<file path="src/rtl/fact_issue_queue.sv">
// Operand FIFO feeding the factorial core's input handshake, with a credit
// counter that caps requests issued to the core but not yet completed.
module fact_issue_queue #(
  parameter int N       = 16,
  parameter int DEPTH   = 4,
  parameter int MAX_OUT = 1
) (
  input  logic                       clk,
  input  logic                       reset,
  input  logic                       src_valid,
  output logic                       src_ready,
  input  logic [N-1:0]               src_data,
  output logic                       core_in_valid,
  input  logic                       core_in_ready,
  output logic [N-1:0]               core_in0,
  input  logic                       core_out_valid,
  input  logic                       core_out_ready,
  output logic [$clog2(DEPTH):0]     level,
  output logic [$clog2(MAX_OUT):0]   inflight,
  output logic                       err
);
  localparam int AW = $clog2(DEPTH);
  localparam int LW = AW + 1;
  localparam int IW = $clog2(MAX_OUT) + 1;
  localparam logic [LW-1:0] FULL = LW'(DEPTH);
  localparam logic [IW-1:0] CAP  = IW'(MAX_OUT);

  logic [N-1:0]  r_mem [DEPTH];
  logic [AW-1:0] r_wr_ptr, r_rd_ptr;
  logic [LW-1:0] r_level;
  logic [IW-1:0] r_inflight;
  logic          r_err;

  logic w_push, w_issue, w_done;

  assign src_ready     = (r_level != FULL);
  assign core_in_valid = (r_level != '0) && (r_inflight < CAP);
  assign core_in0      = r_mem[r_rd_ptr];
  assign w_push        = src_valid & src_ready;
  assign w_issue       = core_in_valid & core_in_ready;
  assign w_done        = core_out_valid & core_out_ready;

  assign level    = r_level;
  assign inflight = r_inflight;
  assign err      = r_err;

  // Storage is never cleared; only the pointers/level define validity.
  always_ff @(posedge clk) begin
    if (!reset && w_push) r_mem[r_wr_ptr] <= src_data;
  end

  always_ff @(posedge clk) begin
    if (reset) begin
      r_wr_ptr <= '0;
      r_rd_ptr <= '0;
      r_level  <= '0;
    end else begin
      if (w_push)  r_wr_ptr <= r_wr_ptr + AW'(1);
      if (w_issue) r_rd_ptr <= r_rd_ptr + AW'(1);
      case ({w_push, w_issue})
        2'b10:   r_level <= r_level + LW'(1);
        2'b01:   r_level <= r_level - LW'(1);
        default: r_level <= r_level;
      endcase
    end
  end

  // A completion with nothing outstanding is a protocol error, not an underflow.
  always_ff @(posedge clk) begin
    if (reset) begin
      r_inflight <= '0;
      r_err      <= 1'b0;
    end else if (w_issue && !w_done) begin
      r_inflight <= r_inflight + IW'(1);
    end else if (w_done && !w_issue) begin
      if (r_inflight != '0) r_inflight <= r_inflight - IW'(1);
      else                  r_err      <= 1'b1;
    end
  end
endmodule
</file>
<file path="config.mk">
export PLATFORM = sky130hd
export DESIGN_NAME = fact_issue_queue
export DESIGN_NICKNAME = d
export VERILOG_FILES = /design/src/rtl/fact_issue_queue.sv
export SDC_FILE = /design/constraint.sdc
export NUM_CORES = 1
export LEC_CHECK = 0
export CAP_MARGIN = 0
export CELL_PAD_IN_SITES_DETAIL_PLACEMENT = 1
export CELL_PAD_IN_SITES_GLOBAL_PLACEMENT = 1
export CORE_MARGIN = 1
export CORE_UTILIZATION = 44
export CTS_CLUSTER_DIAMETER = 60
export CTS_CLUSTER_SIZE = 14
export DETAILED_ROUTE_END_ITERATION = 6
export GPL_TIMING_DRIVEN = 0
export PLACE_DENSITY_LB_ADDON = 0.1
export SLEW_MARGIN = 5
export SYNTH_ARGS = -nofsm -noshare
export SYNTH_HDL_FRONTEND = slang
export SYNTH_SLANG_ARGS = --single-unit
</file>
<file path="constraint.sdc">
create_clock -name clk -period 2.9 [get_ports clk]
set_input_delay 0.29 -clock clk [delete_from_list [all_inputs] [get_ports clk]]
set_output_delay 0.29 -clock clk [all_outputs]
set_load 0.03 [all_outputs]
</file>
==> flow_summary.json, run 1 <==
{
  "status": "complete, no violations",
  "p_switching_uw": 983.2,
  "dr.pass1.iters": 4,
  "area_delta_synth_final_pct": 28.28,
  "cp-startpoint": "level[2]$_SDFFE_PP0P_",
  "start_util": 0.4573,
  "period_share": 0.9196,
  "arrival_ns": 2.93,
  "numCtsBuffers": 9,
  "dp.cells": 277,
  "die_h_um": 83.47,
  "critPathRequiredTime_ns": 3.16,
  "syn_nets": 182,
  "fin_skew_ns": 0.006521,
  "synth_area_leader_cell": "edfxtp_1",
  "path_max_fanout": 5,
  "synth-edff-count": 64,
  "grtUsageTotal": 0.1781,
  "hp-class": "reg2reg",
  "tritoncts": "yes",
  "final-setup-viol-count": 0,
  "criticalPathCategory": "reg2reg",
  "p_sw_frac": 0.3079,
  "wl_per_cell_um": 19.47,
  "worstHoldStart": "err$_SDFFE_PP0P_",
  "hold_viol": 0,
  "grt_first_pass_wirelength_um": 9025,
  "cts_buffer_depth": 2,
  "port_buffers": 44,
  "synth_common_cells": "edfxtp_1, mux4_2, dfxtp_1",
  "ioPinCount": 45,
  "synth_area_leaders": "edfxtp_1, mux4_2, dfxtp_1, ha_1, nor2_1",
  "rr_worst_depth": 9,
  "netlist_area_um2": 2920,
  "clockRootBuffer": "clkbuf_8",
  "synth-seq-cells": 75,
  "fp.dieW_um": 83.47,
  "clk_latency_ns": 0.34,
  "end_kind": "flop",
  "dieArea_um2": 6967,
  "powerDensity_nw_per_um2": 852.4,
  "num_vias": 1544,
  "yosysUniqueCellTypes": 27,
  "antenna_cells": 0,
  "worst_pin_slew_ns": 0.7150,
  "async_flop_share": 0,
  "finalMaxSlewViolations": 0,
  "vias_per_cell": 5.270,
  "power.total_uw": 3193,
  "drive_gt1_frac": 0.2222,
  "rsz0062_at_grt": "false",
  "dp_hpwl_um": 4032,
  "grt_pass1_vias": 1753,
  "fin_ws_ns": 0.2331,
  "yosysMostFrequentCell": "edfxtp_1",
  "relSlewSlack": 0.5212,
  "rows": 29,
  "pre_cts_slack_ns": 0.1988,
  "synth-seq-area-share": 0.7335,
  "pwr-share-comb": 0.320,
  "postCtsHoldBufs": 0,
  "synth.top_cell.area_share": 0.6581,
  "multi_input_area_um2": 743.2,
  "p_leak_uw": 0.001251,
  "ir_drop_mv": 0.5385,
  "antenna_found_initial": 0,
  "drcViolationCount": 0,
  "gp_congestion": 0.6895,
  "cts_setup_buffers": 0,
  "final_net_count": 241,
  "clk_pin_slew_worst_paths_ns": 0.07,
  "drt_wl_total_um": 5704,
  "fmax_ghz": 0.3750,
  "r2r_start": "level[2]$_SDFFE_PP0P_",
  "overflow": 0,
  "power.internal_uw": 2210,
  "clock_sinks": 75,
  "stdcell_count": 293,
  "cp-start-kind": "flop",
  "seq_power_share": 0.412,
  "regArea_um2": 2142,
  "htree_levels": 3,
  "nFillCells": 574,
  "syn_inst": 152,
  "core_area_um2": 6386,
  "grt_max_degree": 14,
  "synthFlopType": "edfxtp_1",
  "first_iter_violations": 61,
  "avgSynthCellArea_um2": 19.21,
  "cts_resized": 0,
  "clkPwrFrac": 0.268,
  "worstHoldPathCells": 2,
  "synth_warnings": 0,
  "min_period_ns": 2.667,
  "postRouteAntennaNets": 0,
  "cap_violations": 0
}
[through the flow]
step | hold WS, ns | util | instance area [µm²] | TNS (ns)
after floorplan | 0.3889 | - | 2920 | 0
after global placement | 0.4612 | 0.5413 | 3457 | -52.65
after detailed placement | 0.4840 | 0.5527 | 3530 | 0
after CTS | 0.5061 | 0.5866 | 3746 | 0
after global routing | 0.5485 | 0.5866 | 3746 | 0
final | 0.4973 | 0.5866 | 3746 | 0
[cells in the final DEF (no fill, tap or decap), types with 5 or more instances in the layout]
| master | count |
|---|---|
| nor2_1 | 10 |
| clkbuf_8 | 9 |
| dfxtp_1 | 11 |
| inv_1 | 8 |
| edfxtp_1 | 64 |
| ha_1 | 7 |
| clkdlybuf4s50_1 | 44 |
| nor3b_2 | 5 |
| a21oi_1 | 5 |
| mux4_2 | 16 |
[critical path, stage by stage, from the launching register on]
cell and delay [ns]:
dfxtp_1 0.40, or3b_4 0.40, and2_4 0.19, inv_1 0.21, ha_1 0.25, inv_1 0.07
fa_1 0.38, xor2_1 0.17, or3_1 0.34, a21oi_1 0.18
[cell families after synthesis]
logic type      count (synthesis)  share of synthesized area
mux                            20                     0.1397
flops                          75                     0.7335
xor+xnor                        2                   0.005999
buf+inv                        13                    0.01885
compound gates                  7                    0.01285
simple gates                   27                    0.05227
fa+ha+maj                       8                    0.03685
[worst paths after layout]
path	end	slack [ns]
max	level[2]$_SDFFE_PP0P_	0.23
min	err$_SDFFE_PP0P_	0.50
max reg2reg	level[2]$_SDFFE_PP0P_	0.23
min reg2reg	err$_SDFFE_PP0P_	0.50
[metal layers]
metal	GRT usage	vias to the layer above	share of wire	wire length, µm
met3	0.05836	9	0.044	252
met5	0	-	0	0
met2	0.3145	35	0.55	3111
li1	-	708	-	-
met4	0.07396	0	0.015	88
met1	0.1981	792	0.39	2252
[flip-flops by register name (all words and copies together) (netlist names), named ones only]
name / flops
level: 3
r_rd_ptr: 2
inflight: 1
r_wr_ptr: 2
r_mem: 64
err: 1
[area by class of cell]
type                            count  area share
Multi-Input combinational cell     64      0.1984
Tap cell                           77     0.02572
Buffer                              5    0.006680
Clock buffer                        9     0.03307
Sequential cell                    75      0.5718
Clock inverter                      7     0.02472
Inverter                            8    0.008016
Timing Repair Buffer               48      0.1316
[power groups by stage]
stage               Clock, µW  Sequential [µW]  Combinational, µW
floorplan                   0             1370                619
global placement            0             1330                978
detailed placement          0             1340               1040
CTS                       886             1310               1040
global route              926             1320               1090
finish                    856             1310               1020
No activity file was read; power rests on OpenSTA's default activity.
==> inputs of run 2 (changes only) <==
- ABC_AREA: not set -> 1
- CORE_UTILIZATION: 44 -> 43
==> run 2 against run 1 <==
  * The run now ends with design-rule violations left
  * Clock skew increased by 0.0031 ns
  * Global-route usage up 3.5 points
  * Synthesized cell count is 56% higher
  * Worst setup slack improved by 0.24 ns
  * Clock power fell by 6.8%
  * Utilization is 0.71 points lower
  * First-iteration DRC count grew 120%
  * Combinational power grew 16%
  * Critical path type is now reg2out
  * Highest routed layer unchanged
==> flow_summary.json, run 2 <==
{
  "stdcell_count": 378,
  "fp.dieW_um": 84.94,
  "powerDensity_nw_per_um2": 871.5,
  "port_buffers": 44,
  "first_iter_violations": 133,
  "cap_violations": 0,
  "clk_pin_slew_worst_paths_ns": 0.08,
  "synth_area_leaders": "edfxtp_1, dfxtp_1, nor2_1, o21ai_1, o22ai_1",
  "antenna_found_initial": 0,
  "yosysMostFrequentCell": "edfxtp_1",
  "hold_viol": 0,
  "dp_hpwl_um": 4777,
  "synth-seq-area-share": 0.7242,
  "synth_xor_area_frac": 0,
  "p_leak_uw": 0.001372,
  "wl_per_cell_um": 18.21,
  "cts_setup_buffers": 0,
  "ir_drop_mv": 0.5359,
  "drt_wl_total_um": 6883,
  "avgSynthCellArea_um2": 12.48,
  "status": "complete, but fails checks",
  "top_usage_layer": "met2",
  "synth_area_leader_cell": "edfxtp_1",
  "clk_latency_ns": 0.34,
  "final_cell_mix": "edfxtp_1, clkdlybuf4s50_1, nor2_1",
  "dr.pass1.iters": 6,
  "met3_usage": 0.04183,
  "synth-seq-cells": 75,
  "netlist_area_um2": 2958,
  "period_share": 0.8365,
  "die_h_um": 84.94,
  "violations": "design-rule violations",
  "core_area_um2": 6495,
  "yosysUniqueCellTypes": 20,
  "syn_nets": 267,
  "async_flop_share": 0,
  "antenna_cells": 0,
  "synth_top_family_by_area": "compound AO/OA/AOI/OAI gates",
  "htree_levels": 3,
  "grt_max_degree": 14,
  "largest_register_ffs": 64,
  "final_net_count": 326,
  "cts_buffer_depth": 2,
  "grt_pass1_vias": 2216,
  "postRouteAntennaNets": 0,
  "final-setup-viol-count": 0,
  "synth_adder_area_share": 0.03638,
  "grt_first_pass_wirelength_um": 11030,
  "drive_gt1_frac": 0.1229,
  "rsz0062_at_grt": "false",
  "start_util": 0.4554,
  "end_kind": "primary output",
  "synth-edff-count": 64,
  "relSlewSlack": 0.6413,
  "finalMaxSlewViolations": 0,
  "worst_pin_slew_ns": 0.5375,
  "gp_congestion": 0.6805,
  "overflow": 0,
  "min_period_ns": 2.426,
  "clockRootBuffer": "clkbuf_8",
  "vias_per_cell": 5.323,
  "synth.top_cell.area_share": 0.6497,
  "cp-start-kind": "flop",
  "rows": 29,
  "grt_use_met2": 0.3991,
  "drcViolationCount": 1,
  "postCtsHoldBufs": 0,
  "cts_resized": 0,
  "dieArea_um2": 7214,
  "tritoncts": "yes",
  "critPathRequiredTime_ns": 2.61,
  "ioPinCount": 45,
  "grt.met1_usage": 0.2311,
  "largest_register": "r_mem",
  "path_max_fanout": 10,
  "synth_common_cells": "edfxtp_1, nor2_1, o21ai_1",
  "clock_sinks": 75,
  "arrival_ns": 2.14,
  "final_common_cell": "edfxtp_1",
  "synth_warnings": 0,
  "nFillCells": 665,
  "hp-class": "reg2reg",
  "grtUsageTotal": 0.2134,
  "fmax_ghz": 0.4122,
  "synthFlopType": "edfxtp_1",
  "syn_inst": 237,
  "synth_compound_area_frac": 0.1087,
  "numCtsBuffers": 9,
  "synthMuxAreaShare": 0,
  "criticalPathCategory": "reg2out",
  "finalSetupTns_ns": 0,
  "dp.cells": 362,
  "area_delta_synth_final_pct": 27.24,
  "num_vias": 2012,
  "fin_skew_ns": 0.009642,
  "yosys.area_share.simple": 0.08503
}
run 2: stage by stage:
step	power (µW)	setup slack (ns)	utilization	cell area (µm²)	hold WS (ns)
after floorplan	2024	0.8314	-	2958	0.3591
after global placement	2474	-0.02282	0.5380	3495	0.4585
after detailed placement	2517	0.5827	0.5483	3561	0.4636
after CTS	3316	0.4634	0.5795	3764	0.4744
after global routing	3457	0.3327	0.5795	3764	0.5185
final	3280	0.4742	0.5795	3764	0.4729
run 2: routing by layer:
metal,wire length [µm],up-vias
met3,262,11
met1,2674,991
met5,0,-
met4,129,0
met2,3816,53
li1,-,957
run 2: layout make-up:
type                            count  area, µm²  share of cell area
Clock inverter                      6      65.06             0.01729
Inverter                           24      90.09             0.02394
Timing Repair Buffer               48      496.7              0.1320
Buffer                              8      45.04             0.01197
Multi-Input combinational cell    130      690.7              0.1835
Sequential cell                    75       2142              0.5691
Tap cell                           77      96.34             0.02560
Clock buffer                       10      137.6             0.03657
run 2: final timing paths:
path                       startpoint                  endpoint  slack [ns]  depth (start not counted)
max                              flop              core_in0[11]        0.47                          5
min          r_rd_ptr[0]$_SDFFE_PP0P_  r_rd_ptr[0]$_SDFFE_PP0P_        0.47                          2
max reg2reg     level[1]$_SDFFE_PP0P_     level[2]$_SDFFE_PP0P_        0.90                         13
min reg2reg  r_rd_ptr[0]$_SDFFE_PP0P_  r_rd_ptr[0]$_SDFFE_PP0P_        0.47                          2
run 2: cells by family (layout without fill, tap and decap cells):
kind of cell	count (synthesis)	after routing
simple gates	63	63
fa+ha+maj	8	8
buf+inv	32	96
compound gates	59	59
flops	75	75
run 2: worst max-delay path, stage by stage (launching register included):
cell,delay [ns]
dfxtp_1,0.41
inv_2,0.16
buf_2,0.26
o21ai_1,0.11
o22ai_1,0.15
clkdlybuf4s50_1,0.70
run 2: report_power, final:
part	total [µW]	internal [µW]	switching, µW
registers	1310	1250	52.6
clock network	798	420	378
logic	1180	435	740
